===== config.mk =====
export PLATFORM = sky130hd
export DESIGN_NAME = hazard_unit_flat
export DESIGN_NICKNAME = d
export VERILOG_FILES = /design/src/rtl/control_pkg.sv /design/src/rtl/hazard_unit_if.sv /design/src/rtl/hazard_unit_sat_counter.sv /design/src/rtl/hazard_unit.sv /design/src/flat_wrapper.sv
export SDC_FILE = /design/constraint.sdc
export NUM_CORES = 1
export LEC_CHECK = 0
export BUFFER_PORTS_ARGS = -buffer_cell sky130_fd_sc_hd__buf_2
export CORE_MARGIN = 2
export CORE_UTILIZATION = 39
export CTS_CLUSTER_SIZE = 20
export DETAILED_ROUTE_END_ITERATION = 10
export GPL_ROUTABILITY_DRIVEN = 0
export PLACE_DENSITY = 0.65
export SYNTH_ARGS = -nofsm -noshare
export SYNTH_HDL_FRONTEND = slang
export SYNTH_SLANG_ARGS = --single-unit
export TNS_END_PERCENT = 30

===== constraint.sdc =====
create_clock -name clk -period 5 [get_ports clk]
set_clock_uncertainty 0.2 [all_clocks]
set_input_delay 1 -clock clk [delete_from_list [all_inputs] [get_ports clk]]
set_output_delay 1 -clock clk [all_outputs]
set_load 0.005 [all_outputs]

===== src/rtl/control_pkg.sv =====
// -----------------------------------------------------------------------------
// control_pkg
//   Shared control-path types for the pipeline: operand/PC select enums, the
//   hazard unit FSM state, the packed bundle of pipeline-register controls the
//   hazard unit drives, and the register-match helper used for hazard checks.
// -----------------------------------------------------------------------------
package control_pkg;

    // Operand forwarding source select.
    typedef enum logic [1:0] {
        FWD_RF     = 2'd0,
        FWD_EX_MEM = 2'd1,
        FWD_MEM_WB = 2'd2
    } fwd_sel_e;

    // Next-PC source select.
    typedef enum logic [1:0] {
        PC_SEL_SEQ    = 2'd0,
        PC_SEL_BRANCH = 2'd1,
        PC_SEL_JALR   = 2'd2
    } pc_sel_e;

    // Hazard unit FSM: RUN normally, MEMWAIT while a data access is outstanding.
    typedef enum logic {
        HZ_RUN     = 1'b0,
        HZ_MEMWAIT = 1'b1
    } hz_state_e;

    // Pipeline register controls, MSB first: four enables, two flushes, bubble.
    typedef struct packed {
        logic pc_en;
        logic if_id_en;
        logic id_ex_en;
        logic ex_mem_en;
        logic if_id_flush;
        logic id_ex_flush;
        logic mem_wb_bubble;
    } hz_ctrl_t;

    localparam hz_ctrl_t HZ_CTRL_OFF = '{
        pc_en: 1'b0, if_id_en: 1'b0, id_ex_en: 1'b0, ex_mem_en: 1'b0,
        if_id_flush: 1'b0, id_ex_flush: 1'b0, mem_wb_bubble: 1'b0
    };

    localparam hz_ctrl_t HZ_CTRL_NORMAL = '{
        pc_en: 1'b1, if_id_en: 1'b1, id_ex_en: 1'b1, ex_mem_en: 1'b1,
        if_id_flush: 1'b0, id_ex_flush: 1'b0, mem_wb_bubble: 1'b0
    };

    // Hold PC and IF/ID, inject a NOP into ID/EX, let older stages drain.
    localparam hz_ctrl_t HZ_CTRL_DATA_STALL = '{
        pc_en: 1'b0, if_id_en: 1'b0, id_ex_en: 1'b1, ex_mem_en: 1'b1,
        if_id_flush: 1'b0, id_ex_flush: 1'b1, mem_wb_bubble: 1'b0
    };

    localparam hz_ctrl_t HZ_CTRL_REDIRECT = '{
        pc_en: 1'b1, if_id_en: 1'b1, id_ex_en: 1'b1, ex_mem_en: 1'b1,
        if_id_flush: 1'b1, id_ex_flush: 1'b0, mem_wb_bubble: 1'b0
    };

    // Freeze everything up to MEM; WB gets a bubble so it does not retire twice.
    localparam hz_ctrl_t HZ_CTRL_MEM_STALL = '{
        pc_en: 1'b0, if_id_en: 1'b0, id_ex_en: 1'b0, ex_mem_en: 1'b0,
        if_id_flush: 1'b0, id_ex_flush: 1'b0, mem_wb_bubble: 1'b1
    };

    // True when destination rd is a live source of the ID instruction.
    // x0 is hardwired to zero and never creates a dependency.
    function automatic logic src_match(
        input logic [4:0] rd,
        input logic [4:0] rs1,
        input logic [4:0] rs2,
        input logic       use_rs1,
        input logic       use_rs2
    );
        return (rd != 5'd0) && ((use_rs1 && (rd == rs1)) || (use_rs2 && (rd == rs2)));
    endfunction

endpackage


===== src/rtl/hazard_unit_if.sv =====
// -----------------------------------------------------------------------------
// hazard_unit_if
//   Pipeline <-> hazard unit signal bundle.
//   Pipeline-sourced: ID sources/uses, branch info, EX/MEM destinations and
//   load flags, data memory request/ready.
//   Hazard-unit-sourced: register enables, flushes, MEM/WB bubble, FSM state,
//   saturating stall counter, sticky memory timeout flag.
//   master = pipeline side, slave = hazard unit.
// -----------------------------------------------------------------------------
interface hazard_unit_if #(
    parameter int unsigned CNT_W = 16
);
    logic [4:0]              if_id_rs1;
    logic [4:0]              if_id_rs2;
    logic                    if_id_use_rs1;
    logic                    if_id_use_rs2;
    logic                    if_id_is_branch;
    logic                    branch_taken;
    logic [4:0]              id_ex_rd;
    logic                    id_ex_reg_write;
    logic                    id_ex_mem_read;
    logic [4:0]              ex_mem_rd;
    logic                    ex_mem_mem_read;
    logic                    dmem_req;
    logic                    dmem_ready;

    logic                    pc_en;
    logic                    if_id_en;
    logic                    id_ex_en;
    logic                    ex_mem_en;
    logic                    if_id_flush;
    logic                    id_ex_flush;
    logic                    mem_wb_bubble;
    control_pkg::hz_state_e  hz_state;
    logic [CNT_W-1:0]        stall_cnt;
    logic                    mem_timeout_err;

    modport master (
        output if_id_rs1, if_id_rs2, if_id_use_rs1, if_id_use_rs2,
               if_id_is_branch, branch_taken,
               id_ex_rd, id_ex_reg_write, id_ex_mem_read,
               ex_mem_rd, ex_mem_mem_read, dmem_req, dmem_ready,
        input  pc_en, if_id_en, id_ex_en, ex_mem_en,
               if_id_flush, id_ex_flush, mem_wb_bubble,
               hz_state, stall_cnt, mem_timeout_err
    );

    modport slave (
        input  if_id_rs1, if_id_rs2, if_id_use_rs1, if_id_use_rs2,
               if_id_is_branch, branch_taken,
               id_ex_rd, id_ex_reg_write, id_ex_mem_read,
               ex_mem_rd, ex_mem_mem_read, dmem_req, dmem_ready,
        output pc_en, if_id_en, id_ex_en, ex_mem_en,
               if_id_flush, id_ex_flush, mem_wb_bubble,
               hz_state, stall_cnt, mem_timeout_err
    );

endinterface


===== src/rtl/hazard_unit_sat_counter.sv =====
// -----------------------------------------------------------------------------
// hz_sat_counter
//   Saturating up-counter with synchronous clear (clear wins over inc).
//   Ports: clk, rst_n (async active-low), clear, inc -> cnt (WIDTH bits).
// -----------------------------------------------------------------------------
module hz_sat_counter #(
    parameter int unsigned WIDTH = 16
) (
    input  logic             clk,
    input  logic             rst_n,
    input  logic             clear,
    input  logic             inc,
    output logic [WIDTH-1:0] cnt
);

    logic [WIDTH-1:0] cnt_q;
    logic [WIDTH-1:0] cnt_d;

    always_comb begin
        cnt_d = cnt_q;
        if (clear) begin
            cnt_d = '0;
        end else if (inc && (cnt_q != '1)) begin
            cnt_d = cnt_q + 1'b1;
        end
    end

    always_ff @(posedge clk or negedge rst_n) begin
        if (!rst_n) begin
            cnt_q <= '0;
        end else begin
            cnt_q <= cnt_d;
        end
    end

    assign cnt = cnt_q;

endmodule


===== src/rtl/hazard_unit.sv =====
// -----------------------------------------------------------------------------
// hazard_unit
//   Pipeline hazard detection and stall/flush control.
//   Ports: clk, rst_n (async active-low), hz (hazard_unit_if.slave) carrying
//   ID/EX/MEM hazard inputs, data memory handshake, and the enables, flushes,
//   MEM/WB bubble, FSM state, stall counter and timeout flag outputs.
//   Pipeline controls are combinational so a memory stall freezes the
//   pipeline in the very cycle the access first fails to complete.
// -----------------------------------------------------------------------------
module hazard_unit
    import control_pkg::*;
#(
    parameter int unsigned CNT_W       = 16,
    parameter int unsigned MEM_TIMEOUT = 64
) (
    input  logic         clk,
    input  logic         rst_n,
    hazard_unit_if.slave hz
);

    localparam int unsigned       WAIT_W    = $clog2(MEM_TIMEOUT + 1);
    localparam logic [WAIT_W-1:0] WAIT_LAST = WAIT_W'(MEM_TIMEOUT - 1);

    hz_state_e         state_q;
    hz_state_e         state_d;
    logic              err_q;
    logic              err_d;

    logic              load_use;
    logic              br_hz;
    logic              mem_stall;
    logic              data_stall;
    logic              wait_clr;
    logic              wait_inc;
    logic              stall_inc;
    logic [CNT_W-1:0]  stall_cnt;
    logic [WAIT_W-1:0] wait_cnt;
    hz_ctrl_t          ctrl;

    // Hazard detection.
    always_comb begin
        load_use = hz.id_ex_mem_read &&
                   src_match(hz.id_ex_rd, hz.if_id_rs1, hz.if_id_rs2,
                             hz.if_id_use_rs1, hz.if_id_use_rs2);

        // Branches resolve in ID, so any in-flight producer (ALU result still
        // in EX, or load still in MEM) must complete before comparing.
        br_hz = hz.if_id_is_branch &&
                ((hz.id_ex_reg_write &&
                  src_match(hz.id_ex_rd, hz.if_id_rs1, hz.if_id_rs2,
                            hz.if_id_use_rs1, hz.if_id_use_rs2)) ||
                 (hz.ex_mem_mem_read &&
                  src_match(hz.ex_mem_rd, hz.if_id_rs1, hz.if_id_rs2,
                            hz.if_id_use_rs1, hz.if_id_use_rs2)));

        mem_stall  = !hz.dmem_ready &&
                     (((state_q == HZ_RUN) && hz.dmem_req) || (state_q == HZ_MEMWAIT));
        data_stall = !mem_stall && (load_use || br_hz);
        stall_inc  = mem_stall || data_stall;
    end

    // Next state, wait counter control, sticky timeout.
    always_comb begin
        state_d = state_q;
        case (state_q)
            HZ_RUN:     if (hz.dmem_req && !hz.dmem_ready) state_d = HZ_MEMWAIT;
            HZ_MEMWAIT: if (hz.dmem_ready)                 state_d = HZ_RUN;
            default:    state_d = HZ_RUN;
        endcase

        wait_clr = (state_q == HZ_RUN) && (state_d == HZ_MEMWAIT);
        wait_inc = (state_q == HZ_MEMWAIT);

        // Flag rises on the same edge that takes wait_cnt to MEM_TIMEOUT.
        err_d = err_q || (wait_inc && (wait_cnt >= WAIT_LAST));
    end

    // Pipeline controls; reset overrides everything, then fixed priority.
    // A pending redirect is simply dropped while any stall is active: the
    // branch is re-evaluated once its operands or the memory become ready.
    always_comb begin
        ctrl = HZ_CTRL_NORMAL;
        if (!rst_n) begin
            ctrl = HZ_CTRL_OFF;
        end else if (mem_stall) begin
            ctrl = HZ_CTRL_MEM_STALL;
        end else if (data_stall) begin
            ctrl = HZ_CTRL_DATA_STALL;
        end else if (hz.branch_taken) begin
            ctrl = HZ_CTRL_REDIRECT;
        end
    end

    always_ff @(posedge clk or negedge rst_n) begin
        if (!rst_n) begin
            state_q <= HZ_RUN;
            err_q   <= 1'b0;
        end else begin
            state_q <= state_d;
            err_q   <= err_d;
        end
    end

    hz_sat_counter #(
        .WIDTH (CNT_W)
    ) u_stall_cnt (
        .clk   (clk),
        .rst_n (rst_n),
        .clear (1'b0),
        .inc   (stall_inc),
        .cnt   (stall_cnt)
    );

    hz_sat_counter #(
        .WIDTH (WAIT_W)
    ) u_wait_cnt (
        .clk   (clk),
        .rst_n (rst_n),
        .clear (wait_clr),
        .inc   (wait_inc),
        .cnt   (wait_cnt)
    );

    assign hz.pc_en           = ctrl.pc_en;
    assign hz.if_id_en        = ctrl.if_id_en;
    assign hz.id_ex_en        = ctrl.id_ex_en;
    assign hz.ex_mem_en       = ctrl.ex_mem_en;
    assign hz.if_id_flush     = ctrl.if_id_flush;
    assign hz.id_ex_flush     = ctrl.id_ex_flush;
    assign hz.mem_wb_bubble   = ctrl.mem_wb_bubble;
    assign hz.hz_state        = state_q;
    assign hz.stall_cnt       = stall_cnt;
    assign hz.mem_timeout_err = err_q;

endmodule


===== src/flat_wrapper.sv =====
// flat-port wrapper written by rule: the top's interface ports become plain ports
module hazard_unit_flat import control_pkg::*;
#(
    parameter int unsigned CNT_W       = 16,
    parameter int unsigned MEM_TIMEOUT = 64
)
  (clk, rst_n, hz_if_id_rs1, hz_if_id_rs2, hz_if_id_use_rs1, hz_if_id_use_rs2, hz_if_id_is_branch, hz_branch_taken, hz_id_ex_rd, hz_id_ex_reg_write, hz_id_ex_mem_read, hz_ex_mem_rd, hz_ex_mem_mem_read, hz_dmem_req, hz_dmem_ready, hz_pc_en, hz_if_id_en, hz_id_ex_en, hz_ex_mem_en, hz_if_id_flush, hz_id_ex_flush, hz_mem_wb_bubble, hz_hz_state, hz_stall_cnt, hz_mem_timeout_err);
  hazard_unit_if #(.CNT_W(CNT_W)) hz_i ();
  input  logic clk;
  input  logic rst_n;
  input wire logic [$bits(hz_i.if_id_rs1)-1:0] hz_if_id_rs1;
  input wire logic [$bits(hz_i.if_id_rs2)-1:0] hz_if_id_rs2;
  input wire logic [$bits(hz_i.if_id_use_rs1)-1:0] hz_if_id_use_rs1;
  input wire logic [$bits(hz_i.if_id_use_rs2)-1:0] hz_if_id_use_rs2;
  input wire logic [$bits(hz_i.if_id_is_branch)-1:0] hz_if_id_is_branch;
  input wire logic [$bits(hz_i.branch_taken)-1:0] hz_branch_taken;
  input wire logic [$bits(hz_i.id_ex_rd)-1:0] hz_id_ex_rd;
  input wire logic [$bits(hz_i.id_ex_reg_write)-1:0] hz_id_ex_reg_write;
  input wire logic [$bits(hz_i.id_ex_mem_read)-1:0] hz_id_ex_mem_read;
  input wire logic [$bits(hz_i.ex_mem_rd)-1:0] hz_ex_mem_rd;
  input wire logic [$bits(hz_i.ex_mem_mem_read)-1:0] hz_ex_mem_mem_read;
  input wire logic [$bits(hz_i.dmem_req)-1:0] hz_dmem_req;
  input wire logic [$bits(hz_i.dmem_ready)-1:0] hz_dmem_ready;
  output wire logic [$bits(hz_i.pc_en)-1:0] hz_pc_en;
  output wire logic [$bits(hz_i.if_id_en)-1:0] hz_if_id_en;
  output wire logic [$bits(hz_i.id_ex_en)-1:0] hz_id_ex_en;
  output wire logic [$bits(hz_i.ex_mem_en)-1:0] hz_ex_mem_en;
  output wire logic [$bits(hz_i.if_id_flush)-1:0] hz_if_id_flush;
  output wire logic [$bits(hz_i.id_ex_flush)-1:0] hz_id_ex_flush;
  output wire logic [$bits(hz_i.mem_wb_bubble)-1:0] hz_mem_wb_bubble;
  output wire logic [$bits(hz_i.hz_state)-1:0] hz_hz_state;
  output wire logic [$bits(hz_i.stall_cnt)-1:0] hz_stall_cnt;
  output wire logic [$bits(hz_i.mem_timeout_err)-1:0] hz_mem_timeout_err;
  assign hz_i.if_id_rs1 = hz_if_id_rs1;
  assign hz_i.if_id_rs2 = hz_if_id_rs2;
  assign hz_i.if_id_use_rs1 = hz_if_id_use_rs1;
  assign hz_i.if_id_use_rs2 = hz_if_id_use_rs2;
  assign hz_i.if_id_is_branch = hz_if_id_is_branch;
  assign hz_i.branch_taken = hz_branch_taken;
  assign hz_i.id_ex_rd = hz_id_ex_rd;
  assign hz_i.id_ex_reg_write = hz_id_ex_reg_write;
  assign hz_i.id_ex_mem_read = hz_id_ex_mem_read;
  assign hz_i.ex_mem_rd = hz_ex_mem_rd;
  assign hz_i.ex_mem_mem_read = hz_ex_mem_mem_read;
  assign hz_i.dmem_req = hz_dmem_req;
  assign hz_i.dmem_ready = hz_dmem_ready;
  assign hz_pc_en = hz_i.pc_en;
  assign hz_if_id_en = hz_i.if_id_en;
  assign hz_id_ex_en = hz_i.id_ex_en;
  assign hz_ex_mem_en = hz_i.ex_mem_en;
  assign hz_if_id_flush = hz_i.if_id_flush;
  assign hz_id_ex_flush = hz_i.id_ex_flush;
  assign hz_mem_wb_bubble = hz_i.mem_wb_bubble;
  assign hz_hz_state = hz_i.hz_state;
  assign hz_stall_cnt = hz_i.stall_cnt;
  assign hz_mem_timeout_err = hz_i.mem_timeout_err;
  hazard_unit #(.CNT_W(CNT_W), .MEM_TIMEOUT(MEM_TIMEOUT)) u_core (.clk(clk), .rst_n(rst_n), .hz(hz_i));
endmodule

==> results by group <==
Pwr
  – Leakage power: 0.000894 uW
  – Sw frac: 32.5%
  – Pwr dens: about 300 nW/um^2
  – Clk pwr share: 21.2%
  – Worst vdd ir: around 0.2 mV
  – Logic pwr share: 27.7%
  – Net Switching: about 190 uW
  – Cell-internal power: about 390 uW
  – Reg power frac: between 50% and 60%

Status
  – Status: finished, final reports clean

GRT
  – Initial antenna violation count: 0
  – First-pass GRT wire length: 5190 um
  – Largest net degree at the start of global routing: 28
  – GRT Util Overall: about 15%
  – Number of global-route vias before repair: about 1.3k
  – Gr ovfl total: 0

Synth
  – Post-Syn Instances: between 150 and 200
  – Post-synth ARST share: between 90% and 100%
  – Synth cell types: 37
  – Commonest register cell after synthesis: dfrtp_1
  – Mean Syn Cell Area: roughly 10 um^2
  – Sequential area share after synthesis: roughly two fifths
  – Top-area cell type share of the netlist area: between 40% and 50%
  – YS warnings: 0
  – Synthesized cell area: 1550 um^2
  – Dominant cell type by area after synthesis: dfrtp_1
  – Most common cell in the netlist: dfrtp_1
  – EDFF count, synth: 0
  – Net count after synthesis: between 150 and 200
  – Register bit total from synthesis: 25
  – Largest cells by area after synthesis: dfrtp_1, xnor2_1, xor2_1
  – Post-synth top cells: dfrtp_1, xnor2_1, xor2_1

Setup path
  – Crit path buf inv count: 2
  – Slowest cell on the critical path: or3_1
  – RR Startpoint: u_core.u_stall_cnt.cnt[0]$_DFFE_PN0P_
  – Critical path class: input pin to output pin
  – Critical Path Source: hz_ex_mem_rd[1]
  – Worst-path cell chain: buf_2, or3_1, o311a_1, a22oi_1, and3_1, buf_2
  – Crit-path leading delay family: compound AO/OA/AOI/OAI gates
  – CP max stage delay: 390 ps
  – Crit path top cell by count: buf_2
  – Worst setup EP type: output pin
  – Critical path required time: between 3000 and 4000 ps
  – CP Max Fanout: 3
  – CP arrival: ~2400 ps
  – Setup crit start kind: input pin

Timing
  – Final setup viols: 0
  – Hold Violations, Final: 0
  – Fin crit period: about 3600 ps
  – Max Slew Vio Count: 0
  – Max transition margin: 44.3%
  – RSZ-0062 raised after global routing: false
  – Worst-Margin Slew: 828 ps
  – Max Fclk: ~280 MHz
  – Final setup TNS: 0 ps
  – Period utilisation layout: a little under three quarters

Finish
  – Area of the multi-input gates: a little under 900 um^2
  – Non-filler cells, final: about 260
  – Fillers: ~370
  – Fraction of layout cells with a size suffix above 1: about 30%
  – Final net count: 245
  – Area Growth Syn to Fin: 22.9%
  – Register area: about 630 um^2
  – Final Util: 50.8%
  – Inserted Diodes: 0

Clock tree
  – Clk sinks: 25
  – TritonCTS buffer count: 3
  – Clock buffer depth: 2
  – Post-CTS setup buffers: 0
  – CTS tree: built
  – CTS H-tree lvls: 1
  – Clk_lat worst skew: roughly 270 ps
  – Reg clk slew, reported paths: roughly 90 ps
  – Post-cts hold buffer count: 0
  – Clk Tree Root Cell: clkbuf_8
  – Post-CTS Resized: 0

Drt
  – Antenna-violating nets left: 0
  – Pre-antenna DRT Iters: 4
  – DR WL/cell: 13.0 um
  – Drc violations: 0
  – Vias per inst: between 5 and 6
  – Via count: roughly 1.3k
  – Final wirelength: 3370 um
  – 1st-iter DRT viols: 26

Run
  – Max-cap violations: 0

Min path
  – Hold Startpoint: u_core.hz.mem_timeout_err$_DFF_PN0_
  – Min-delay worst type: flip-flop to flip-flop

Placed design
  – Placed insts: 255
  – Port buffer count: 55
  – Hpwl dp: around 2600 um

Floorplan
  – Core area: roughly 3700 um^2
  – Boundary Pins: 56
  – Initial Utilization: roughly 41%
  – Die Ht: between 60 and 70 um
  – Site row count: 22
  – Total die area: approximately 4500 um^2
  – Die width: 67.0 um
==> power groups by stage <==
stage / clock (uW) / combinational [uW] / sequential, uW
2_1_floorplan: 0 / 89.6 / 291
3_3_place_gp: 0 / 156 / 296
3_5_place_dp: 0 / 162 / 295
4_1_cts: 125 / 162 / 293
5_1_grt: 131 / 180 / 301
6_report: 121 / 158 / 292
==> registers in the layout (all words and copies together), names as in the netlist <==
register                   flops
u_core.u_stall_cnt.cnt        16
u_core.hz.hz_state             1
u_core.u_wait_cnt.cnt          7
u_core.hz.mem_timeout_err      1
==> worst paths after layout <==
| kind | cells past startpoint | to | slack [ps] |
|---|---|---|---|
| min in group asynchronous | 1 | u_core.u_wait_cnt.cnt[5]$_DFFE_PN0P_ | 510 |
| setup / recovery | 6 | hz_if_id_flush | 1420 |
| setup reg to reg | 6 | u_core.u_stall_cnt.cnt[1]$_DFFE_PN0P_ | 2350 |
| max in group asynchronous | 1 | u_core.u_stall_cnt.cnt[12]$_DFFE_PN0P_ | 3710 |
| hold reg to reg | 1 | u_core.hz.mem_timeout_err$_DFF_PN0_ | 280 |
| hold / removal | 1 | u_core.hz.mem_timeout_err$_DFF_PN0_ | 280 |
==> cells by family (layout without fill, tap and decap cells) <==
group           count (synthesis)  count (layout)  synth area share [%]
simple gates                   65              65                  23.7
xor+xnor                       36              36                  20.4
flops                          25              25                  40.4
compound gates                 16              16                  7.92
buf+inv                         6              62                  2.42
mux                             5               5                  3.55
fa+ha+maj                       2               2                  1.62
==> stage by stage <==
step                worst slack, ps  total power (uW)  area, um^2  hold WS [ps]
floorplan                      1610               380        1550           268
global placement               1420               452        1860           255
detailed placement             1410               457        1860           258
CTS                            1410               580        1900           282
global route                   1330               612        1900           321
finish                         1420               572        1900           278
==> routing by layer <==
metal  wire length (um)  global-route usage [%]
met1               1480                    17.9
met2               1580                    27.6
met3                261                    2.36
met4                 40                    4.59
met5                  0                       0
==> placed cells by master, fill, tap and decap left out, drive strengths merged, types with 9 or more instances in the layout <==
master	synthesis	layout
xnor2	22	22
nand2	11	11
buf	3	55
nand4	9	9
nor2	9	9
dfrtp	25	25
xor2	14	14
==> final cells by class <==
class	count	share of cell area, %
clock buffers	4	2.37
flip-flops and latches	25	32.9
repair buffers	55	14.5
inverters	3	0.592
multi-input cells	124	46.5
well taps	48	3.16
==> worst register-to-register path, stage by stage, from the launching register on <==
cell and delay [ps]:
dfrtp_1 410, ha_1 180, and3_1 180, nand3_1 260
nor4_2 810, nor2_1 160, mux2_1 340
Note: power is estimated with default switching activity, not from simulation.
